[src/rtl/i2c_write_sequencer.sv]
// I2C write sequencer: queues {slave address, data byte} requests and hands them to the
// I2C master one at a time, reporting ok / NACK / timeout. Optional macro: I2C_SEQ_RETRY_EN.
module i2c_write_sequencer #(
  parameter int DEPTH       = 4,
  parameter int TIMEOUT_CYC = 4096,
  parameter int MAX_RETRY   = 2
) (
  input  logic                   clk,
  input  logic                   reset,
  input  logic                   in_valid,
  input  logic [6:0]             in_addr,
  input  logic [7:0]             in_data,
  output logic                   in_ready,
  output logic [$clog2(DEPTH):0] level,
  output logic                   m_start,
  output logic [6:0]             m_addr,
  output logic [7:0]             m_data,
  input  logic                   m_done,
  input  logic                   m_nack,
  output logic                   st_valid,
  output logic                   st_nack,
  output logic                   st_tmo,
  output logic                   busy
);
  localparam int AW = $clog2(DEPTH);
  localparam int LW = AW + 1;
  localparam int TW = $clog2(TIMEOUT_CYC);
  localparam logic [LW-1:0] FULL_LVL = LW'(DEPTH);
  localparam logic [TW-1:0] TMO_LAST = TW'(TIMEOUT_CYC - 1);

  typedef enum logic [1:0] {IDLE, ISSUE, WAIT, DONE} state_t;

  state_t        state, state_nxt;
  logic [14:0]   mem [DEPTH];
  logic [AW-1:0] wr_ptr, rd_ptr;
  logic [LW-1:0] level_nxt;
  logic [TW-1:0] timer;
  logic          push, pop, retry, timed_out;

  assign push      = in_valid && in_ready;
  assign pop       = (state == IDLE) && (level != '0);
  assign timed_out = (timer == TMO_LAST);

  // FIFO: in_ready is registered from the next level, so a full FIFO refuses a push
  // even when the sequencer pops in the same cycle.
  always_comb begin
    level_nxt = level;
    if (push && !pop)
      level_nxt = level + 1'b1;
    else if (!push && pop)
      level_nxt = level - 1'b1;
  end

  always_ff @(posedge clk or posedge reset) begin
    if (reset) begin
      wr_ptr   <= '0;
      rd_ptr   <= '0;
      level    <= '0;
      in_ready <= 1'b1;
    end else begin
      if (push)
        wr_ptr <= wr_ptr + 1'b1;
      if (pop)
        rd_ptr <= rd_ptr + 1'b1;
      level    <= level_nxt;
      in_ready <= (level_nxt != FULL_LVL);
    end
  end

  always_ff @(posedge clk) begin
    if (push)
      mem[wr_ptr] <= {in_addr, in_data};
  end

`ifdef I2C_SEQ_RETRY_EN
  localparam int RW = $clog2(MAX_RETRY + 2);
  logic [RW-1:0] retries;

  assign retry = m_done && m_nack && (retries < RW'(MAX_RETRY));

  always_ff @(posedge clk or posedge reset) begin
    if (reset)
      retries <= '0;
    else if (state == IDLE)
      retries <= '0;
    else if (state == WAIT && retry)
      retries <= retries + 1'b1;
  end
`else
  // Retries are compiled out; a negative MAX_RETRY is never legal, so this is constant 0.
  assign retry = m_done && m_nack && (MAX_RETRY < 0);
`endif

  always_ff @(posedge clk or posedge reset) begin
    if (reset)
      state <= IDLE;
    else
      state <= state_nxt;
  end

  always_comb begin
    state_nxt = state;
    case (state)
      IDLE:    if (pop) state_nxt = ISSUE;
      ISSUE:   state_nxt = WAIT;
      WAIT: begin
        if (m_done)
          state_nxt = retry ? ISSUE : DONE;
        else if (timed_out)
          state_nxt = DONE;
      end
      DONE:    state_nxt = IDLE;
      default: state_nxt = IDLE;
    endcase
  end

  always_comb begin
    m_start  = 1'b0;
    st_valid = 1'b0;
    busy     = 1'b1;
    case (state)
      IDLE:    busy     = 1'b0;
      ISSUE:   m_start  = 1'b1;
      DONE:    st_valid = 1'b1;
      default: ;
    endcase
  end

  // Timer counts the ISSUE cycle as its first tick, so the abort lands TIMEOUT_CYC
  // cycles after m_start; it saturates instead of wrapping.
  always_ff @(posedge clk or posedge reset) begin
    if (reset) begin
      m_addr  <= '0;
      m_data  <= '0;
      timer   <= '0;
      st_nack <= 1'b0;
      st_tmo  <= 1'b0;
    end else begin
      case (state)
        IDLE:  if (pop) {m_addr, m_data} <= mem[rd_ptr];
        ISSUE: timer <= TW'(1);
        WAIT: begin
          if (timer != '1)
            timer <= timer + 1'b1;
          if (m_done && !retry) begin
            st_nack <= m_nack;
            st_tmo  <= 1'b0;
          end else if (!m_done && timed_out) begin
            st_nack <= 1'b0;
            st_tmo  <= 1'b1;
          end
        end
        default: ;
      endcase
    end
  end

endmodule

[config.mk]
export PLATFORM = sky130hd
export DESIGN_NAME = i2c_write_sequencer
export DESIGN_NICKNAME = d
export VERILOG_FILES = /design/src/rtl/i2c_write_sequencer.sv
export SDC_FILE = /design/constraint.sdc
export NUM_CORES = 1
export LEC_CHECK = 0
export CAP_MARGIN = 40
export CORE_ASPECT_RATIO = 0.8
export CORE_UTILIZATION = 30
export DETAILED_ROUTE_END_ITERATION = 10
export MAX_ROUTING_LAYER = met4
export PLACE_DENSITY_LB_ADDON = 0.1
export SYNTH_ARGS = -nofsm -noshare
export SYNTH_HDL_FRONTEND = slang
export SYNTH_SLANG_ARGS = --single-unit
[constraint.sdc]
create_clock -name clk -period 4.7 [get_ports clk]
set_input_delay 0.94 -clock clk [delete_from_list [all_inputs] [get_ports clk]]
set_output_delay 0.94 -clock clk [all_outputs]
set_load 0.02 [all_outputs]
== Word level (Yosys, flattened, before mapping) ==
Memory sizes are Yosys's and may differ from the RTL's. A register that Yosys moved wholly into a read port is not among the register bits.
Index checks and enable logic that the tools add are counted.

* Bits in registers: 24
* Bits in writable memories: 60
* Output and inout bits: 24
* Word-level logic and storage cells: 56
* Memories: 1

{| class="wikitable"
|+ Memories
! name !! depth !! width !! rd ports !! clocked after Yosys merged registers in !! wr ports !! RTL line !! source
|-
| mem || 4 || 15 || 1 || 1 || 1 || 34 || <nowiki>logic [14:0] mem [DEPTH];</nowiki>
|}

* Add/subtract/negate cells: 5
* Equal/unequal tests: 9
* Muxes and demuxes: 17
* Reduce and logical (&&, ||, !) cells: 16

{| class="wikitable"
|+ Operator list
! operator !! count
|-
| 12-bit case mux with 2 select lines || 1
|-
| 12-bit by 1-bit adder with 12-bit output (second input constant) || 1
|-
| 12-bit == test (second input constant) || 1
|-
| 12-bit 2-to-1 mux || 1
|-
| 12-bit != test (second input constant) || 1
|-
| 1-bit 2-to-1 mux || 9
|-
| 2-bit case mux with 4 select lines || 1
|-
| 2-bit AND reduction || 4
|-
| 2-bit 2-to-1 mux || 3
|-
| 3-bit 2-to-1 mux || 2
|-
| 3-bit != test (second input constant) || 2
|-
| 1-bit logical AND || 5
|-
| 2-bit by 1-bit adder with 2-bit output (second input constant) || 2
|-
| 2-bit == test (second input constant) || 2
|-
| 2-bit != test (second input constant) || 2
|-
| 2-bit nonzero test || 2
|-
| 3-bit by 1-bit adder with 3-bit output (second input constant) || 1
|-
| 1-bit zero test || 3
|-
| 3-bit nonzero test || 1
|-
| 3-bit by 1-bit subtractor with 3-bit output (second input constant) || 1
|-
| 2-bit by 1-bit == test with 1-bit output (second input constant) || 1
|-
| 2-bit zero test || 1
|}

== Depth between registers and ports, before layout ==
* Depth in word-level cells: 6
* Gate-level depth with buffers: 8
* Mapped depth without buffers: 7

== Worst setup path before layout ==
No wires, ideal clock.

* Path kind: input-to-reg
* Start point: input in_valid
* End point: register in_ready
* Library setup time: 0.088 ns
* Arrival: 1.816 ns
* Data required time: 4.612 ns
* Path slack: 2.795 ns
* Cell stages on the path: 5
* Buffers on the path: 0
* Cells stage by stage: nand2_1 -> nand4_1 -> o21ai_2 -> xor2_1 -> or3b_1

* Cells in the longest elaborated chain, start to end: 6
* Elaborated cells between the ends (all ways): 7
* Classes of those cells: 1 x eq/ne; 2 x mux; 4 x reduce/logical

{| class="wikitable"
|+ RTL lines
! item !! RTL line !! source
|-
| from (decl) || 10 || <nowiki>input logic in_valid,</nowiki>
|-
| 1-bit logical AND (*) || 40 || <nowiki>assign push = in_valid && in_ready;</nowiki>
|-
| 1-bit zero test || 50 || <nowiki>else if (!push && pop)</nowiki>
|-
| 1-bit logical AND || 50 ||
|-
| 3-bit 2-to-1 mux || 50 ||
|-
| 3-bit 2-to-1 mux (*) || 48 || <nowiki>if (push && !pop)</nowiki>
|-
| net level_nxt[2] || 36 || <nowiki>logic [LW-1:0] level_nxt;</nowiki>
|-
| 3-bit != test (*) || 66 || <nowiki>in_ready <= (level_nxt != FULL_LVL);</nowiki>
|-
| to (signal assigned) || 66 ||
|-
| to (decl) || 13 || <nowiki>output logic in_ready,</nowiki>
|}

The timed path passes the listed nets; every way through them passes the cells marked *.
A chain may end at the register's enable or synchronous reset.

== Worst setup path in the final report ==
* Start point: register state[1]
* End point: output m_start

* Cells in the longest elaborated chain, start to end: 2

{| class="wikitable"
|+ RTL lines
! item !! RTL line !! source
|-
| from (decl) || 33 || <nowiki>state_t state, state_nxt;</nowiki>
|-
| from (signal assigned) || 98 || <nowiki>state <= state_nxt;</nowiki>
|-
| 2-bit by 1-bit == test with 1-bit output || 121 || <nowiki>case (state)</nowiki>
|-
| 1-bit 2-to-1 mux || 121 ||
|-
| to (decl) || 15 || <nowiki>output logic m_start,</nowiki>
|}

No other way between the ends.

==> report_table.html <==
<table>
<tr><th>Metric</th><th>Value</th></tr>
<tr><th colspan="2">Timing</th></tr>
<tr><td>Period utilisation layout</td><td>0.592</td></tr>
<tr><td>Highest achievable clock rate</td><td>0.359 GHz</td></tr>
<tr><td>Setup repair after global routing missed its margin</td><td>no</td></tr>
<tr><td>Final setup violation count</td><td>0</td></tr>
<tr><td>Total negative slack</td><td>0 ns</td></tr>
<tr><td>Hold Violations, Final</td><td>0</td></tr>
<tr><td>Final Max Tran Viols</td><td>0</td></tr>
<tr><td>Tightest Pin Transition</td><td>0.851 ns</td></tr>
<tr><td>Post-route worst hold slack</td><td>0.471 ns</td></tr>
<tr><td>Slew headroom</td><td>0.432</td></tr>
<tr><td>Final min period</td><td>2.78 ns</td></tr>
<tr><td>Final worst clock skew</td><td>0.00604 ns</td></tr>
<tr><th colspan="2">Global routing</th></tr>
<tr><td>Wire length of the first global-routing pass</td><td>13.6 mm</td></tr>
<tr><td>Number of antenna violations at the first check in global routing</td><td>0</td></tr>
<tr><td>Overall Global Routing Usage</td><td>0.133</td></tr>
<tr><td>Maximum number of pins on one net before global-route repair</td><td>40</td></tr>
<tr><td>Sum of overflow across all layers after global routing</td><td>0</td></tr>
<tr><td>Vias in the first global route</td><td>2437</td></tr>
<tr><th colspan="2">Place</th></tr>
<tr><td>Final RePlAce weighted congestion</td><td>0.753</td></tr>
<tr><td>Area after DPL</td><td>4750 um2</td></tr>
<tr><td>Buffers added on ports</td><td>43</td></tr>
<tr><td>Half-perimeter wire length of the detailed placement result</td><td>5.39 mm</td></tr>
<tr><th colspan="2">Route</th></tr>
<tr><td>Antenna violation net count after detailed routing</td><td>0</td></tr>
<tr><td>Wire length on met3</td><td>269 um</td></tr>
<tr><td>First-pass iteration count of the detailed router</td><td>4</td></tr>
<tr><td>Initial DRC count</td><td>118</td></tr>
<tr><td>Highest signal layer in the routed design</td><td>met4</td></tr>
<tr><td>Routed WL per cell</td><td>16.3 um</td></tr>
<tr><td>Met2 wirelength from detailed routing</td><td>3.82 mm</td></tr>
<tr><td>Number of vias in the routed layout</td><td>2325</td></tr>
<tr><td>Routed WL</td><td>8.27 mm</td></tr>
<tr><td>Post-detailed-route DRC marker count</td><td>0</td></tr>
<tr><td>Met1 WL</td><td>4.08 mm</td></tr>
<tr><td>Average via count per standard cell</td><td>4.58</td></tr>
<tr><th colspan="2">Setup path</th></tr>
<tr><td>Data arrival at the endpoint of the critical path</td><td>1.84 ns</td></tr>
<tr><td>Worst r2r src</td><td>state[0]</td></tr>
<tr><td>Critical path required time</td><td>3.76 ns</td></tr>
<tr><td>End point of the critical path</td><td>m_start</td></tr>
<tr><td>Maximum fanout along the worst path</td><td>7</td></tr>
<tr><td>Cell-by-cell trace of the critical path</td><td>inv_1, ha_1, clkdlybuf4s50_1</td></tr>
<tr><td>Capture instance of the worst register-to-register path</td><td>timer[10]</td></tr>
<tr><td>CP startpoint</td><td>state[1]</td></tr>
<tr><td>Crit path kind</td><td>flop to output port</td></tr>
<tr><td>CP max stage cell</td><td>clkdlybuf4s50_1</td></tr>
<tr><td>Slowest cell delay on critical path</td><td>0.67 ns</td></tr>
<tr><td>Kind of end point of the critical path</td><td>output port</td></tr>
<tr><td>Worst-case register-to-register setup slack</td><td>2.42 ns</td></tr>
<tr><td>Depth of the most critical reg-to-reg path</td><td>6</td></tr>
<tr><td>Crit start category</td><td>flop</td></tr>
<tr><th colspan="2">Die</th></tr>
<tr><td>Placeable Area</td><td>13100 um2</td></tr>
<tr><td>Floorplan die area</td><td>14200 um2</td></tr>
<tr><td>Top-level port count</td><td>44</td></tr>
<tr><td>Number of core rows</td><td>37</td></tr>
<tr><td>Die outline height</td><td>107 um</td></tr>
<tr><td>Overall die width</td><td>133 um</td></tr>
<tr><td>Effective utilization at floorplan</td><td>0.314</td></tr>
<tr><th colspan="2">Clock network</th></tr>
<tr><td>Clock insertion delay at the later pin of the skew report</td><td>0.33 ns</td></tr>
<tr><td># resized after CTS</td><td>0</td></tr>
<tr><td>H-tree Lvls</td><td>3</td></tr>
<tr><td>Clock transition at path regs</td><td>0.07 ns</td></tr>
<tr><td>Setup Buffers After CTS</td><td>0</td></tr>
<tr><td>Deepest clock path buffer count</td><td>2</td></tr>
<tr><td>Number of hold buffers added after cts</td><td>0</td></tr>
<tr><td>Cts bufs inserted</td><td>9</td></tr>
<tr><td>Clock tree from TritonCTS</td><td>done</td></tr>
<tr><td>Clock root buffer</td><td>clkbuf_16</td></tr>
<tr><td>CTS sink count</td><td>99</td></tr>
<tr><th colspan="2">Power and ir drop</th></tr>
<tr><td>Leakage power total</td><td>1.95 nW</td></tr>
<tr><td>Worst IR Drop VDD</td><td>0.000240 V</td></tr>
<tr><td>Power Dens Cells</td><td>636 nW/um2</td></tr>
<tr><th colspan="2">Synth</th></tr>
<tr><td>Fraction of synthesis flops using an asynchronous set or reset pin</td><td>0.394</td></tr>
<tr><td>Synthesized Nets</td><td>314</td></tr>
<tr><td>Synth Instances</td><td>281</td></tr>
<tr><td>FF+latch count, synth</td><td>99</td></tr>
<tr><td>Netlist area before placement</td><td>4120 um2</td></tr>
<tr><td>Number of enable-type register cells in the synthesized netlist</td><td>60</td></tr>
<tr><td>Syn avg cell area</td><td>14.7 um2</td></tr>
<tr><td>Dominant register cell in the synthesized netlist</td><td>edfxtp_1</td></tr>
<tr><td>Sequential share of the synthesized area</td><td>0.674</td></tr>
<tr><td>Number of different library cells in the post-synthesis netlist</td><td>40</td></tr>
<tr><td>Yosys warning total</td><td>0</td></tr>
<tr><th colspan="2">Flow run</th></tr>
<tr><td>Number of maximum-capacitance violations</td><td>0</td></tr>
<tr><th colspan="2">Min path</th></tr>
<tr><td>Tightest Hold Check Type</td><td>flop to flop</td></tr>
<tr><td>Hold Path Origin</td><td>m_data[5]</td></tr>
<tr><th colspan="2">Cells and area</th></tr>
<tr><td>Layout area overhead</td><td>22.7%</td></tr>
<tr><td>Non-Filler Cell Area, Final</td><td>5060 um2</td></tr>
<tr><td>Number of antenna diodes</td><td>0</td></tr>
<tr><td>Share of final-layout standard cells stronger than drive strength 1</td><td>0.123</td></tr>
<tr><td>Layout net count</td><td>361</td></tr>
<tr><th colspan="2">Status</th></tr>
<tr><td>Status</td><td>finished clean</td></tr>
</table>
-- through the flow --
stage / instances / setup WS (ns) / total power [mW] / utilization
after floorplan: 281 / 2.80 / 2.06 / -
after global placement: 491 / 2.06 / 2.46 / 0.360
after detailed placement: 492 / 2.02 / 2.50 / 0.361
after CTS: 508 / 1.89 / 3.28 / 0.385
after global routing: 508 / 1.82 / 3.42 / 0.385
final: 508 / 1.92 / 3.22 / 0.385
-- layout make-up --
type	count	area (um2)
clock buffer	10	229
clock inverter	6	81.3
fill	1273	8090
inverter	11	41.3
multi-input combinational	162	1260
sequential	99	2780
tap	175	219
timing repair buffer	45	453
-- flip-flops by register name, indices dropped and copies added, names as in the netlist --
signal	flops
rd_ptr	2
st_tmo	1
wr_ptr	2
m_addr	7
m_data	8
timer	12
mem	60
st_nack	1
state	2
level	3
in_ready	1
-- worst min-delay path by stage --
stage	end	slack [ns]	depth (start not counted)
4_1_cts	m_data[5]	0.48	2
6_report	m_data[5]	0.47	2
3_3_place_gp	m_addr[2]	0.46	2
5_1_grt	m_data[2]	0.49	2
3_5_place_dp	m_data[5]	0.46	2
2_1_floorplan	wr_ptr[0]	0.50	1
-- worst max-delay path: cells and delay by family, from the launching register on --
| family | cells | cell delay [ns] |
|---|---|---|
| adder cells (fa/ha/maj) | 1 | 0.33 |
| buffers and inverters | 2 | 0.78 |
| flip-flops | 1 | 0.41 |
-- power breakdown --
| group | leakage (nW) | internal (mW) | switching, mW | total [mW] |
|---|---|---|---|---|
| Sequential | 1.04 | 1.17 | 0.163 | 1.33 |
| Clock | 0.150 | 0.463 | 0.306 | 0.769 |
| Combinational | 0.760 | 0.518 | 0.599 | 1.12 |
-- Yosys cell counts, drive strengths merged, types with 3 or more instances --
master	instances	area share
a21oi	7	0.0085
nand4	3	0.0046
a21o	3	0.0055
mux4	15	0.082
edfxtp	60	0.44
o21ai	7	0.0094
dfrtp	38	0.23
a31oi	6	0.0091
and3	6	0.0091
nor2	5	0.0046
o22ai	3	0.0046
buf	4	0.0064
inv	11	0.010
xor2	3	0.0064
ha	13	0.039
nor3	5	0.0088
clkbuf	5	0.0046
nand3	4	0.0049
nand2	56	0.051
xnor2	7	0.015
-- per-layer routing --
metal,vias up,global-route usage
met3,8,0.0307
li1,1128,-
met5,-,-
met1,1150,0.177
met4,0,0.0443
met2,39,0.202
-- cells by family after synthesis --
logic type,count (synthesis),synth area share
adder cells (fa/ha/maj),13,0.0395
buffers and inverters,20,0.0209
XOR/XNOR,10,0.0212
AO/OA/AOI/OAI,36,0.0571
flip-flops,99,0.674
multiplexers,18,0.0898
AND/OR/NAND/NOR,85,0.0974
-- placed cells by master, fill, tap and decap left out, types with 6 or more instances in the layout --
cell type,count
nand2_1,56
inv_1,10
a31oi_1,6
clkbuf_16,9
xnor2_1,7
a21oi_1,7
edfxtp_1,60
and3_1,6
mux4_2,15
dfrtp_1,38
o21ai_0,6
ha_1,13
clkdlybuf4s50_1,43
Power figures use the tool's default switching activity.
==> edit 1, RTL diff (config.mk and constraints unchanged) <==
The 4 states of `state_t` get a one-hot encoding in 4 bits.
--- a/src/rtl/i2c_write_sequencer.sv
+++ b/src/rtl/i2c_write_sequencer.sv
@@ -29,5 +29,5 @@
   localparam logic [TW-1:0] TMO_LAST = TW'(TIMEOUT_CYC - 1);
 
-  typedef enum logic [1:0] {IDLE, ISSUE, WAIT, DONE} state_t;
+  typedef enum logic [3:0] {IDLE = 4'b0001, ISSUE = 4'b0010, WAIT = 4'b0100, DONE = 4'b1000} state_t;
 
   state_t        state, state_nxt;
Function: same outputs for any inputs over 10 cycles, from zero or initial values and one cycle with reset high; not proved beyond that.
==> edit 1 against the unedited design <==
  * Fmax shrank 12%
  * Area after synthesis is essentially flat
  * Sequential cell count grew 2
  * Design area grew 0.54%
  * Die area is essentially flat
  * Worst setup slack lost 0.40 ns
  * Total power shrank 0.10%
  * Wire length shrank 3.3%
  * Clock power shrank 2%
  * Critical path type unchanged
  * Critical endpoint unchanged
  * Largest power group unchanged
==> edit 1: results (changes against the unedited design) <==
Synth Warn # = 0 (unchanged)
Top Registers = mem (60), timer (12), m_data (8)
largest net degree at the start of global routing = 24 (-40%)
hpwl dp = 5190 um (-3.8%)
Mapped Nets = 308 (-1.9%)
vias = 2,356 (+1.3%)
Max transition margin = 0.436 (+0.00376)
ant diodes = 0 (unchanged)
Yosys cell types = 42 (+5.0%)
first-pass GRT wire length = 13,200 um (-2.8%)
clk_lat worst skew = 0.34 ns
Post-CTS Resized = 0 (unchanged)
final RePlAce weighted congestion = 0.722 (-4.0%)
Reg clk slew, reported paths = 0.07 ns (about the same)
synth top area cells = edfxtp_1 (44%), dfrtp_1 (24%), mux4_2 (8.2%)
TritonCTS Buffers = 9 (unchanged)
sequential fraction of the synthesis area = 0.687 (+0.0131)
H-tree levels = 3 (unchanged)
family with the most delay on the worst path = buffers and inverters
run status = complete, no violations
Worst Hold Class = reg2reg
skew final = 0.00515 ns (-0.000887 ns)
CP max FO = 5 (-2)
buffers added on ports = 43 (unchanged)
final net count = 357 (-1.1%)
VDD IR max = 0.206 mV (-14%)
Async S/R FF share, synth = 0.406 (+0.0120)
CP max-delay cell = or4b_2
Slowest Stage Delay on Critical Path = 0.69 ns (+0.02 ns)
initial DRC count = 96 (-19%)
GR Util All Layers = 0.130 (-0.00333)
Final Hold Viols = 0 (unchanged)
CP arrival = 2.24 ns (+0.40 ns)
Post-synth top cells = edfxtp_1 (60), nand2_1 (56), dfrtp_1 (39)
share of post-route cells with drive strength above 1 = 0.135 (+0.0116)
Post-synth EDFFs = 60 (unchanged)
Leak = 1.94 nW (-0.46%)
initial antenna violation count = 0 (unchanged)
WL final = 8000 um (-3.3%)
drt pass-1 iters = 4 (unchanged)
total setup buffers inserted after CTS = 0 (unchanged)
edit 1: changes by cell type after synthesis, sizes merged, moves of 3 or more:
cell	before	now
o31ai	1	4
nor2	5	12
nand4	3	6
nor3	5	1
a21o	3	0
ha	13	8
nor4b	0	3
o21ai	7	13
edit 1: metal layers:
metal | track usage | vias up | share of wire
met5 | - | - | 0
met4 | 0.0320 | 0 | 0.0061
met3 | 0.0454 | 5 | 0.040
met2 | 0.197 | 37 | 0.48
met1 | 0.166 | 1178 | 0.48
li1 | - | 1136 | -
edit 1: area by class of cell:
cell class              count  area (um^2)
flip-flops and latches    101         2830
clock inverters             7         83.8
multi-input cells         162         1210
inverters                  10         38.8
well taps                 175          219
repair buffers             45          478
clock buffers               9          225
fillers                  1235         8010
edit 1: worst reg2reg max path: stages, from the launching register on:
cell      delay [ns]
dfrtp_1         0.42
inv_1           0.12
ha_1            0.16
nand2b_1        0.10
nand2_4         0.24
clkinv_2        0.40
o21ai_0         0.32
xor2_1          0.20
or3b_1          0.36
edit 1: cell families after synthesis:
group | Yosys count | share of synthesized area
xor gates and xnor gates | 7 | 0.0149
adders and majority gates | 9 | 0.0267
DFF | 101 | 0.687
AOI/OAI and AO/OA | 31 | 0.0468
buffers and inverters | 17 | 0.0185
and+or+nand+nor | 99 | 0.121
muxes | 16 | 0.0847
edit 1: power breakdown:
part	internal (W)	switching (W)	leakage, nW	total (W)
registers	0.00119	0.000176	1.07	0.00137
logic	0.000511	0.000581	0.727	0.00109
clock network	0.000420	0.000332	0.147	0.000752
edit 1: through the flow:
step	instances	cell area, um^2	util	power (W)	worst slack [ns]
4_1_cts	509	5090	0.388	0.00328	1.50
5_1_grt	509	5090	0.388	0.00343	1.46
3_3_place_gp	491	4730	0.361	0.00247	1.92
2_1_floorplan	280	4120	-	0.00208	2.50
3_5_place_dp	493	4780	0.365	0.00251	1.89
6_report	509	5090	0.388	0.00321	1.52
edit 1: worst paths after layout:
check                           startpoint         to  slack, ns  cells after the start
worst max-delay path              state[1]    m_start       1.52                      3
worst min-delay path             m_addr[2]  m_addr[2]       0.48                      2
worst max register to register    level[0]   in_ready       2.32                      8
worst min register to register   m_addr[2]  m_addr[2]       0.48                      2
max in group asynchronous            reset   in_ready       3.21                      3
min in group asynchronous            reset   timer[4]       0.93                      2
==> edit 2, RTL diff (same settings) <==
Without the edit above. Set the parameter `DEPTH` to 8 (it was 4).
--- a/src/rtl/i2c_write_sequencer.sv
+++ b/src/rtl/i2c_write_sequencer.sv
@@ -2,5 +2,5 @@
 // I2C master one at a time, reporting ok / NACK / timeout. Optional macro: I2C_SEQ_RETRY_EN.
 module i2c_write_sequencer #(
-  parameter int DEPTH       = 4,
+  parameter int DEPTH       = 8,
   parameter int TIMEOUT_CYC = 4096,
   parameter int MAX_RETRY   = 2
Ports: changed (resized level); port bits go from 44 to 45. No check against the original RTL was run, so the function may have changed too.
==> edit 2 against the unedited design <==
  * Total power up 54%
  * Design area up 57%
  * Clock power up 68%
  * Worst setup slack worse by 0.061 ns
  * Sequential cell count up 63
  * Wire length up 59%
  * Highest routed layer unchanged
  * Area after synthesis up 58%
  * Combinational power up 45%
==> edit 2: results (changes against the unedited design) <==
Reg clk slew, reported paths = 0.06 ns
synth top area cells = edfxtp_1 (55%), dfrtp_1 (16%), mux4_2 (10%)
Max transition margin = 0.533 (+0.101)
Top Registers = mem (120), timer (12), m_data (8)
sequential fraction of the synthesis area = 0.714 (+0.0402)
ant diodes = 0 (unchanged)
CP arrival = 1.90 ns (+0.06 ns)
final net count = 474 (+31%)
drt pass-1 iters = 4 (unchanged)
Post-synth top cells = edfxtp_1 (120), dfrtp_1 (41), mux4_2 (30)
GR Util All Layers = 0.131 (-0.00204)
first-pass GRT wire length = 20,500 um (+50%)
Leak = 2.81 nW (+44%)
worst reg2reg endpoint = in_ready
run status = complete, no violations
combinational power share = 0.326 (-0.022)
reg-to-reg startpoint = level[0]
hpwl dp = 8120 um (+51%)
vias in the first global route = 3,445 (+41%)
Mapped Nets = 412 (+31%)
Post-CTS Resized = 0 (unchanged)
largest net degree at the start of global routing = 38 (-5.0%)
Async S/R FF share, synth = 0.259 (-0.135)
total setup buffers inserted after CTS = 0 (unchanged)
clock root buffer = clkbuf_16
clk_lat worst skew = 0.43 ns (+0.10 ns)
P_clk = 0.00129 W (+68%)
post-synthesis mux area share = 0.132 (+0.0418)
Hold Path Sink = m_addr[5]
initial DRC count = 241 (+100%)
Post-synth EDFFs = 120 (+100%)
WL final = 13,100 um (+59%)
setup TNS = 0 ns (unchanged)
skew final = 0.0134 ns (+0.00735 ns)
final RePlAce weighted congestion = 0.764 (+1.5%)
Via density = 4.70 (+2.7%)
Worst Setup EP = busy
VDD IR max = 0.265 mV (+11%)
R2R depth = 8 (+2)
Yosys cell types = 40 (unchanged)
CP startpoint = state[0]
ys flop type = edfxtp_1
buffers added on ports = 44 (+2.3%)
CP max FO = 7 (unchanged)
NetSw = 0.00165 W (+55%)
commonest non-fill, non-tap cell in the layout = edfxtp_1
adder-cell area share of the yosys netlist = 0.0207 (-0.0187)
M1 wire length = 6260 um (+53%)
r2r setup slk = 2.35 ns (-0.07 ns)
Compound-Gate Fraction of Synth Area = 0.0455 (-0.0116)
Worst Min Path Start = m_addr[5]
routed wl met3 = 342 um (+27%)
met2 routed WL = 6310 um (+65%)
share of post-route cells with drive strength above 1 = 0.195 (+0.0716)
Max Used Layer = met4
initial antenna violation count = 0 (unchanged)
Synth Area in XOR/XNOR = 0.0148 (-0.00647)
H-tree levels = 4 (+1)
TritonCTS Buffers = 17 (+8)
## edit 2: changes by cell type after synthesis, sizes merged, moves of 3 or more
cell    unedited run  this run
edfxtp            60       120
nand2             56        29
o21ai              7        24
mux2i              1        16
mux4              15        30
nor2               5        19
and3               6         0
nand3              4         9
nor3               5        10
clkbuf             5         9
nand2b             1         5
dfrtp             38        41
ha                13        10
## edit 2: per-stage QoR
stage | power, W | instance area (um^2) | hold WS, ns | std cells | setup WS, ns
final | 0.00496 | 7960 | 0.478 | 726 | 1.86
after detailed placement | 0.00375 | 7410 | 0.473 | 694 | 1.88
after global placement | 0.00367 | 7340 | 0.467 | 691 | 1.89
after floorplan | 0.00311 | 6520 | 0.468 | 382 | 1.69
after CTS | 0.00505 | 7960 | 0.489 | 726 | 1.82
after global routing | 0.00526 | 7960 | 0.511 | 726 | 1.76
## edit 2: logic make-up (layout without fill, tap and decap cells)
logic type      Yosys count  in the layout
flops                   162            162
fa+ha+maj                11             11
mux                      48             48
buf+inv                  24             99
xor+xnor                 11             11
simple gates             80             80
compound gates           46             46
## edit 2: metal layers
| layer | global-route usage | vias to the layer above |
|---|---|---|
| met4 | 0.0602 | 0 |
| met2 | 0.197 | 51 |
| met5 | - | - |
| met3 | 0.0269 | 15 |
| li1 | - | 1610 |
| met1 | 0.171 | 1738 |
## edit 2: area by class of cell
class | instances | area, um^2
clock buffer | 18 | 429
clock inverter | 14 | 121
fill | 1957 | 13000
inverter | 10 | 37.5
multi-input combinational | 196 | 1790
sequential | 162 | 4660
tap | 269 | 337
timing repair buffer | 57 | 583
## edit 2: critical path, stage by stage (launching register included)
cell and delay (ns):
dfrtp_1 0.40, inv_1 0.09, ha_1 0.31, inv_1 0.08, clkdlybuf4s50_1 0.59
